===== src/rtl/enemy_patrol_ctrl.sv =====
// rtl/enemy_patrol_ctrl.sv - patrolling walker enemy with stomp/side-contact detection
// Optional respawn from DEAD is enabled by defining ENEMY_RESPAWN_EN.
module enemy_patrol_ctrl #(
    parameter int X_HOME        = 112,
    parameter int Y_HOME        = 366,
    parameter int RANGE         = 100,
    parameter int STEP          = 1,
    parameter int HIT_W         = 12,
    parameter int HIT_H         = 16,
    parameter int STOMP_MARGIN  = 4,
    parameter int SQUISH_TICKS  = 5,
    parameter int RESPAWN_TICKS = 50
) (
    input  logic       clk_10Hz,
    input  logic       RST_N,
    input  logic [9:0] char_x,
    input  logic [9:0] char_y,
    input  logic       char_falling,
    input  logic [9:0] bg_pos,
    output logic [9:0] enemy_x,
    output logic [9:0] enemy_y,
    output logic       en,
    output logic       squished,
    output logic       death,
    output logic       stomp,
    output logic [1:0] state_o
);

    typedef enum logic [1:0] {
        WALK_L = 2'd0,
        WALK_R = 2'd1,
        SQUISH = 2'd2,
        DEAD   = 2'd3
    } state_t;

    localparam logic [9:0]  X_HOME_C  = 10'(X_HOME);
    localparam logic [9:0]  Y_HOME_C  = 10'(Y_HOME);
    localparam logic [9:0]  STEP_C    = 10'(STEP);
    localparam logic [15:0] RANGE_C   = 16'(RANGE);
    localparam logic [15:0] SQ_LAST   = 16'(SQUISH_TICKS - 1);
    localparam logic [15:0] RESP_LAST = 16'(RESPAWN_TICKS - 1);

    state_t      r_state;
    logic [9:0]  r_world_x;
    logic [15:0] r_leg_cnt;
    logic [15:0] r_timer;
    logic        r_death;
    logic        r_stomp;

    state_t      w_state_nxt;
    logic [9:0]  w_world_x_nxt;
    logic [15:0] w_leg_cnt_nxt;
    logic [15:0] w_timer_nxt;
    logic        w_death_nxt;
    logic        w_stomp_nxt;

    logic [10:0] w_cx, w_cy, w_wx, w_wy;
    logic [10:0] w_dx, w_dy;
    logic        w_overlap;
    logic        w_stomp_ok;

    assign w_cx = {1'b0, char_x};
    assign w_cy = {1'b0, char_y};
    assign w_wx = {1'b0, r_world_x};
    assign w_wy = {1'b0, Y_HOME_C};
    assign w_dx = (w_cx >= w_wx) ? (w_cx - w_wx) : (w_wx - w_cx);
    assign w_dy = (w_cy >= w_wy) ? (w_cy - w_wy) : (w_wy - w_cy);
    assign w_overlap  = (w_dx < 11'(HIT_W)) && (w_dy < 11'(HIT_H));
    // Stomp needs the player's feet no deeper than STOMP_MARGIN into the enemy top.
    assign w_stomp_ok = w_overlap && char_falling &&
                        ((w_cy + 11'(HIT_H)) <= (w_wy + 11'(STOMP_MARGIN)));

    always_ff @(posedge clk_10Hz or negedge RST_N) begin
        if (!RST_N) begin
            r_state   <= WALK_L;
            r_world_x <= X_HOME_C;
            r_leg_cnt <= '0;
            r_timer   <= '0;
            r_death   <= 1'b0;
            r_stomp   <= 1'b0;
        end else begin
            r_state   <= w_state_nxt;
            r_world_x <= w_world_x_nxt;
            r_leg_cnt <= w_leg_cnt_nxt;
            r_timer   <= w_timer_nxt;
            r_death   <= w_death_nxt;
            r_stomp   <= w_stomp_nxt;
        end
    end

    always_comb begin
        w_state_nxt   = r_state;
        w_world_x_nxt = r_world_x;
        w_leg_cnt_nxt = r_leg_cnt;
        w_timer_nxt   = r_timer;
        w_death_nxt   = 1'b0;
        w_stomp_nxt   = 1'b0;
        case (r_state)
            WALK_L, WALK_R: begin
                if (w_stomp_ok) begin
                    w_state_nxt = SQUISH;
                    w_stomp_nxt = 1'b1;
                    w_timer_nxt = '0;
                end else begin
                    w_death_nxt = w_overlap;
                    if (r_leg_cnt == RANGE_C) begin
                        w_leg_cnt_nxt = '0;
                        w_state_nxt   = (r_state == WALK_L) ? WALK_R : WALK_L;
                    end else begin
                        w_leg_cnt_nxt = r_leg_cnt + 16'd1;
                        w_world_x_nxt = (r_state == WALK_L) ? (r_world_x - STEP_C)
                                                            : (r_world_x + STEP_C);
                    end
                end
            end
            SQUISH: begin
                if (r_timer == SQ_LAST) begin
                    w_state_nxt = DEAD;
                    w_timer_nxt = '0;
                end else begin
                    w_timer_nxt = r_timer + 16'd1;
                end
            end
            default: begin
`ifdef ENEMY_RESPAWN_EN
                if (r_timer == RESP_LAST) begin
                    w_state_nxt   = WALK_L;
                    w_world_x_nxt = X_HOME_C;
                    w_leg_cnt_nxt = '0;
                    w_timer_nxt   = '0;
                end else begin
                    w_timer_nxt = r_timer + 16'd1;
                end
`else
                // Terminal: the timer just saturates so it never wraps.
                if (r_timer != RESP_LAST) begin
                    w_timer_nxt = r_timer + 16'd1;
                end
`endif
            end
        endcase
    end

    always_comb begin
        en       = (r_state != DEAD);
        squished = (r_state == SQUISH);
        state_o  = r_state;
        death    = r_death;
        stomp    = r_stomp;
        enemy_x  = r_world_x - bg_pos;
        enemy_y  = Y_HOME_C;
    end

endmodule

===== config.mk =====
export PLATFORM = sky130hd
export DESIGN_NAME = enemy_patrol_ctrl
export DESIGN_NICKNAME = d
export VERILOG_FILES = /design/src/rtl/enemy_patrol_ctrl.sv
export SDC_FILE = /design/constraint.sdc
export NUM_CORES = 1
export LEC_CHECK = 0
export CAP_MARGIN = 20
export CORE_ASPECT_RATIO = 1.1
export CORE_MARGIN = 1
export CORE_UTILIZATION = 55
export CTS_CLUSTER_DIAMETER = 40
export DETAILED_ROUTE_END_ITERATION = 6
export GPL_ROUTABILITY_DRIVEN = 0
export PLACE_DENSITY = 0.79
export SYNTH_ARGS = -nofsm -noshare
export SYNTH_HDL_FRONTEND = slang
export SYNTH_SLANG_ARGS = --single-unit

===== constraint.sdc =====
create_clock -name clk_10Hz -period 5.06 [get_ports clk_10Hz]
set_input_delay 0.759 -clock clk_10Hz [delete_from_list [all_inputs] [get_ports clk_10Hz]]
set_output_delay 0.759 -clock clk_10Hz [all_outputs]
set_load 0.05 [all_outputs]

Word level (Yosys, flattened, before mapping)
Index checks and enable logic that the tools add are counted.
- register bits: 46
- input bits: 33
- logic and storage cells: 60
- add/sub/neg operators: 10
- magnitude comparators: 5
- eq/ne operators: 9
- muxes and demuxes: 17
- bitwise operators: 2
- reduce and logical (&&, ||, !) cells: 11
- operators by type and width (cell ; number):
    $mux 16 ; 4
    $add 16x1->16 const B ; 2
    $pmux 16 s2 ; 1
    $mux 11 ; 2
    $sub 10x10->11 ; 2
    $eq 16x3->1 const B ; 1
    $eq 16x7->1 const B ; 1
    $ne 16x6->1 const B ; 1
    $add 10x5->11 const B ; 1
    $le 11x9->1 const B ; 1
    $lt 11x4->1 const B ; 1
    $lt 11x5->1 const B ; 1
    $sub 10x9->11 const B ; 1
    $sub 9x10->11 const A ; 1
    $add 10x1->10 const B ; 1
    $ge 10x10->1 ; 1
    $ge 10x9->1 const B ; 1
    $mux 10 ; 1
    $sub 10x1->10 const B ; 1
    $sub 10x10->10 ; 1
    $mux 2 ; 3
    $reduce_and 3->1 ; 2
    $mux 1 ; 5
    $ne 2x2->1 const B ; 2
    12 further kinds ; 16

Depth between registers and ports, before layout
- word-level depth: 8
- depth in mapped cells: 14
- depth with buffers taken out: 12

Worst setup path before layout
No wires, ideal clock.
- kind: input to output
- start: in bg_pos[0]
- end: out enemy_x[8]
- arrival: 2.862 ns
- data required time: 4.301 ns
- slack: 1.439 ns
- stages on the path: 10
- cell sequence: ha_1 fa_1 nor2b_1 o21ai_0 nand2b_1 a21o_1 a21o_1 a21o_1 a21oi_1 xnor2_1
- word-level cells in the longest chain between the ends: 1
- RTL lines (item ; line ; source):
    from (decl) ; 19 ; input logic [9:0] bg_pos,
    $sub 10x10->10 ; 150 ; enemy_x = r_world_x - bg_pos;
    to (decl) ; 20 ; output logic [9:0] enemy_x,
Every way passes these cells.

Worst setup path in the final report
- start: in bg_pos[1]
- end: out enemy_x[7]
Same word-level chain as after synthesis.

==> results summary <==
The fraction of synthesis flops using an asynchronous set or reset pin is 100.0%. The number of iterations in the first detailed-routing pass came out at 4. The area growth from synthesis to layout is 14.01%. The number of cell instances on the worst register-to-register path came out at 11. TritonCTS built the clock tree.

The maximum clock rate came out at 209.0 MHz. The type of the most critical hold path is input port to asynchronous set/reset pin. The total inserted antenna cells came out at 0. The critical path goes through clkdlybuf4s50_1 > inv_1 > ha_1 > nor2b_1 > o21ai_0 > a21boi_0 > o21ai_0 > a21boi_0 > o21ai_0 > a21boi_0 > nor2_1 > clkdlybuf4s50_1. Once the clock tree was built, the resizer swapped 0 gates to a different size.

For this run, the leading register cell type out of synthesis is sky130_fd_sc_hd__dfrtp_1. In this run the post-CTS setup repair buffer count came out at 0. At the worst endpoint, the arrival time is 4.03 ns. The number of buffers and inverters on the critical path is 3. The initial standard-cell utilization of the core is 57.27%. The largest individual stage delay along the critical path comes from the cell sky130_fd_sc_hd__clkdlybuf4s50_1.

STA classifies the critical path endpoint as an output pin. The leftover overflow at the end of global routing came out at 0. The via density per instance is 5.997. The post-layout minimum cycle time is 4.784 ns. The number of unique standard cell types used by synthesis is 81. Yosys mapped a number of flops with a built-in enable equal to 0.

The pre-CTS setup slack came out at 0.4118 ns. By startpoint and endpoint, the worst setup path is classified as input port to output pin. The longest clock path from root to sink contains 2 buffers. The wire length of the first global-routing pass came out at 17,570 um. Dividing the detail-routed wire length by the instance count gives 15.02 um. Global routing used 43.49% of the available met2 tracks. The pin slew with the least headroom to its limit is 0.7470 ns.

The half-perimeter wire length of the detailed placement result came out at 7637 um. For this block, the initial DRC count from the detailed router was 300. The final worst-path cycle share came out at 94.55%. The Yosys step of the flow raised 0 warnings. Once detail routing completed, the nets flagged for antenna violations numbered 0. In this run the horizontal extent of the chip is 88.78 um. The total of hold buffers inserted after clock tree synthesis is 0. In this run the static leakage power is 0.002319 uW.

The data required time of the worst path is 4.30 ns. The post-synthesis register bit count is 46. CTS saw 46 sinks.

The worst setup path is launched from an input port. The number of buffers inserted during clock tree synthesis came out at 5. Of the cells placed in the final design, the portion with a size suffix greater than 1 is 7.705%. The number of antenna violations at the first check in global routing is 0. The count of boundary I/O pins came out at 59. The smallest setup slack after layout is 0.2759 ns. The clock transition at the registers of the reported paths came out at 0.10 ns.

Setup violations remaining at the end of the flow were counted as 0. Clock skew on the completed layout was measured at 0.006068 ns. Broken down by cell family, the worst path's largest delay share belongs to buffers and inverters. The part of the Yosys area used for sequential elements came out at 25.35%. The total negative slack is 0 ns. The critical path's largest stage delay is 0.81 ns. The start of the worst register-to-register path is r_world_x[6].

For this run, design rule violations remaining after detail routing come to 0. The H-tree was split into 2 levels. In this run the critical register-to-register path is captured at r_leg_cnt[11]. The slack of the worst reg-to-reg path is 1.60 ns. The floorplan row count came out at 34. The worst IR drop on VDD came out at 0.4683 mV.

The height of the die came out at 97.46 um. Setup repair after global routing left no endpoint under its margin. The net count reported at finish came out at 663. The maximum number of pins on one net before global-route repair came out at 47. During placement, the flow inserted port buffers numbering 48. The total global-route track usage came out at 25.34%. The number of endpoints with negative hold slack in the final report came out at 0. The total vias in the final route came out at 4,150. The combined area of all synthesized cells came out at 4556 sq um. The count of pins over their slew limit is 0. The average size of a mapped cell came out at 8.359 sq um.

The met1 track demand over resource came out at 33.64%. The reported max-cap violation count came out at 0. The latest clock arrival within the worst-skew pair came out at 0.31 ns.

The area of the core region is 7955 sq um. The post-detailed-routing wire length came out at 10,390 um. The floorplan step defined a die boundary enclosing 8652 sq um. In this run the power density over the cells is 607.6 nW/um^2.

The global-route layer with the greatest usage is met2. The synthesized netlist cell count is 545. The largest fanout on the critical path came out at 3. The global-route met3 utilization is 2.804%. The via count of the first global-routing pass was 3,906. The run finished with clean final reports. In this run the worst setup path begins at bg_pos[1]. The worst max-slew margin expressed relative to the limit is 50.20%.

The tree is rooted in a sky130_fd_sc_hd__clkbuf_8.
[per-layer routing]
| metal | routed length (um) | vias up |
|---|---|---|
| met3 | 445 | 8 |
| met4 | 115 | 0 |
| li1 | - | 2052 |
| met2 | 5061 | 100 |
| met1 | 4769 | 1990 |
| met5 | 0 | - |
[registers in the layout (all words and copies together) (netlist names)]
| name | count |
|---|---|
| r_leg_cnt | 16 |
| state_o | 2 |
| stomp | 1 |
| r_world_x | 10 |
| r_timer | 16 |
| death | 1 |
[cell usage in the layout (no fill, tap or decap), types with 5 or more instances in the layout]
master,count
sky130_fd_sc_hd__a21o_1,15
sky130_fd_sc_hd__mux2_2,6
sky130_fd_sc_hd__nand3_1,18
sky130_fd_sc_hd__xnor2_1,9
sky130_fd_sc_hd__xor2_1,11
sky130_fd_sc_hd__a41oi_1,5
sky130_fd_sc_hd__clkbuf_8,5
sky130_fd_sc_hd__nor2b_1,6
sky130_fd_sc_hd__ha_1,45
sky130_fd_sc_hd__dfrtp_1,43
sky130_fd_sc_hd__a21boi_0,6
sky130_fd_sc_hd__conb_1,10
sky130_fd_sc_hd__a21oi_1,34
sky130_fd_sc_hd__nand2b_1,19
sky130_fd_sc_hd__a31oi_1,12
sky130_fd_sc_hd__o41ai_1,6
sky130_fd_sc_hd__nor4_1,8
sky130_fd_sc_hd__nor3_1,13
sky130_fd_sc_hd__mux2i_1,10
sky130_fd_sc_hd__and3_1,18
sky130_fd_sc_hd__o21ai_0,24
sky130_fd_sc_hd__clkdlybuf4s50_1,46
sky130_fd_sc_hd__nor2_1,35
sky130_fd_sc_hd__nand2_1,29
sky130_fd_sc_hd__a211oi_1,5
sky130_fd_sc_hd__o31ai_1,12
sky130_fd_sc_hd__inv_1,46
[synth_stat cells (11+ instances only)]
library cell | number | area [sq um]
sky130_fd_sc_hd__inv_1 | 46 | 172.7
sky130_fd_sc_hd__ha_1 | 45 | 563.0
sky130_fd_sc_hd__dfrtp_1 | 43 | 1076
sky130_fd_sc_hd__nor2_1 | 35 | 131.4
sky130_fd_sc_hd__a21oi_1 | 34 | 170.2
sky130_fd_sc_hd__nand2_1 | 29 | 108.9
sky130_fd_sc_hd__o21ai_0 | 24 | 120.1
sky130_fd_sc_hd__nand2b_1 | 19 | 118.9
sky130_fd_sc_hd__and3_1 | 18 | 112.6
sky130_fd_sc_hd__nand3_1 | 18 | 90.09
sky130_fd_sc_hd__a21o_1 | 15 | 112.6
sky130_fd_sc_hd__nor3_1 | 13 | 65.06
sky130_fd_sc_hd__a31oi_1 | 12 | 75.07
sky130_fd_sc_hd__clkbuf_1 | 12 | 45.04
sky130_fd_sc_hd__o31ai_1 | 12 | 90.09
sky130_fd_sc_hd__xor2_1 | 11 | 96.34
[per-stage QoR]
step	total power (uW)	cell area [sq um]	instances	utilization [%]	hold slack [ns]
after floorplan	2321	4586	553	-	0.4512
after global placement	2761	5056	683	63.56	0.4652
after detailed placement	2834	5056	683	63.56	0.4802
after CTS	3148	5174	691	65.04	0.4961
after global routing	3427	5194	692	65.29	0.3169
final	3156	5194	692	65.29	0.3128
[logic make-up (layout without fill, tap and decap cells)]
kind of cell               count (synthesis)  after routing  share of synthesized area, %
and+or+nand+nor                          174            174                         20.85
AOI/OAI and AO/OA                        162            162                         24.91
adders and majority gates                 47             47                         13.24
xor gates and xnor gates                  20             20                         3.845
buffers and inverters                     76            107                         7.388
muxes                                     18             18                         4.257
DFF                                       46             46                         25.35
other                                      2             10                        0.1649
[layout make-up]
cell class,instances,area (sq um)
fill,663,2761
inverter,47,176.4
multi-input combinational,431,3094
tap,108,135.1
timing repair buffer,52,515.5
clock buffer,5,68.82
clock inverter,3,48.80
sequential,46,1155
[how the worst max path moves through the flow]
stage | endpoint | slack [ns] | cells after the start
floorplan | enemy_x[8] | 1.44 | 10
global placement | enemy_x[7] | 0.41 | 12
detailed placement | enemy_x[7] | 0.41 | 12
CTS | enemy_x[7] | 0.37 | 12
global route | enemy_x[7] | 0.07 | 12
finish | enemy_x[7] | 0.28 | 12
[power breakdown]
part / switching [uW] / internal [uW] / total, uW
clock network: 149 / 151 / 300
registers: 160 / 522 / 682
logic: 1290 / 884 / 2170
[worst register-to-register path, cell delays in order, from the launching register on]
cell	delay, ns
sky130_fd_sc_hd__dfstp_2	0.58
sky130_fd_sc_hd__ha_1	0.34
sky130_fd_sc_hd__nand3_1	0.21
sky130_fd_sc_hd__or4_4	0.56
sky130_fd_sc_hd__nand2_2	0.16
sky130_fd_sc_hd__nor2_2	0.08
sky130_fd_sc_hd__mux2_4	0.33
sky130_fd_sc_hd__o2111ai_2	0.09
sky130_fd_sc_hd__o21ba_4	0.25
sky130_fd_sc_hd__nor2_4	0.17
sky130_fd_sc_hd__inv_2	0.19
sky130_fd_sc_hd__o41ai_1	0.39
Note: power is estimated with default switching activity, not from simulation.
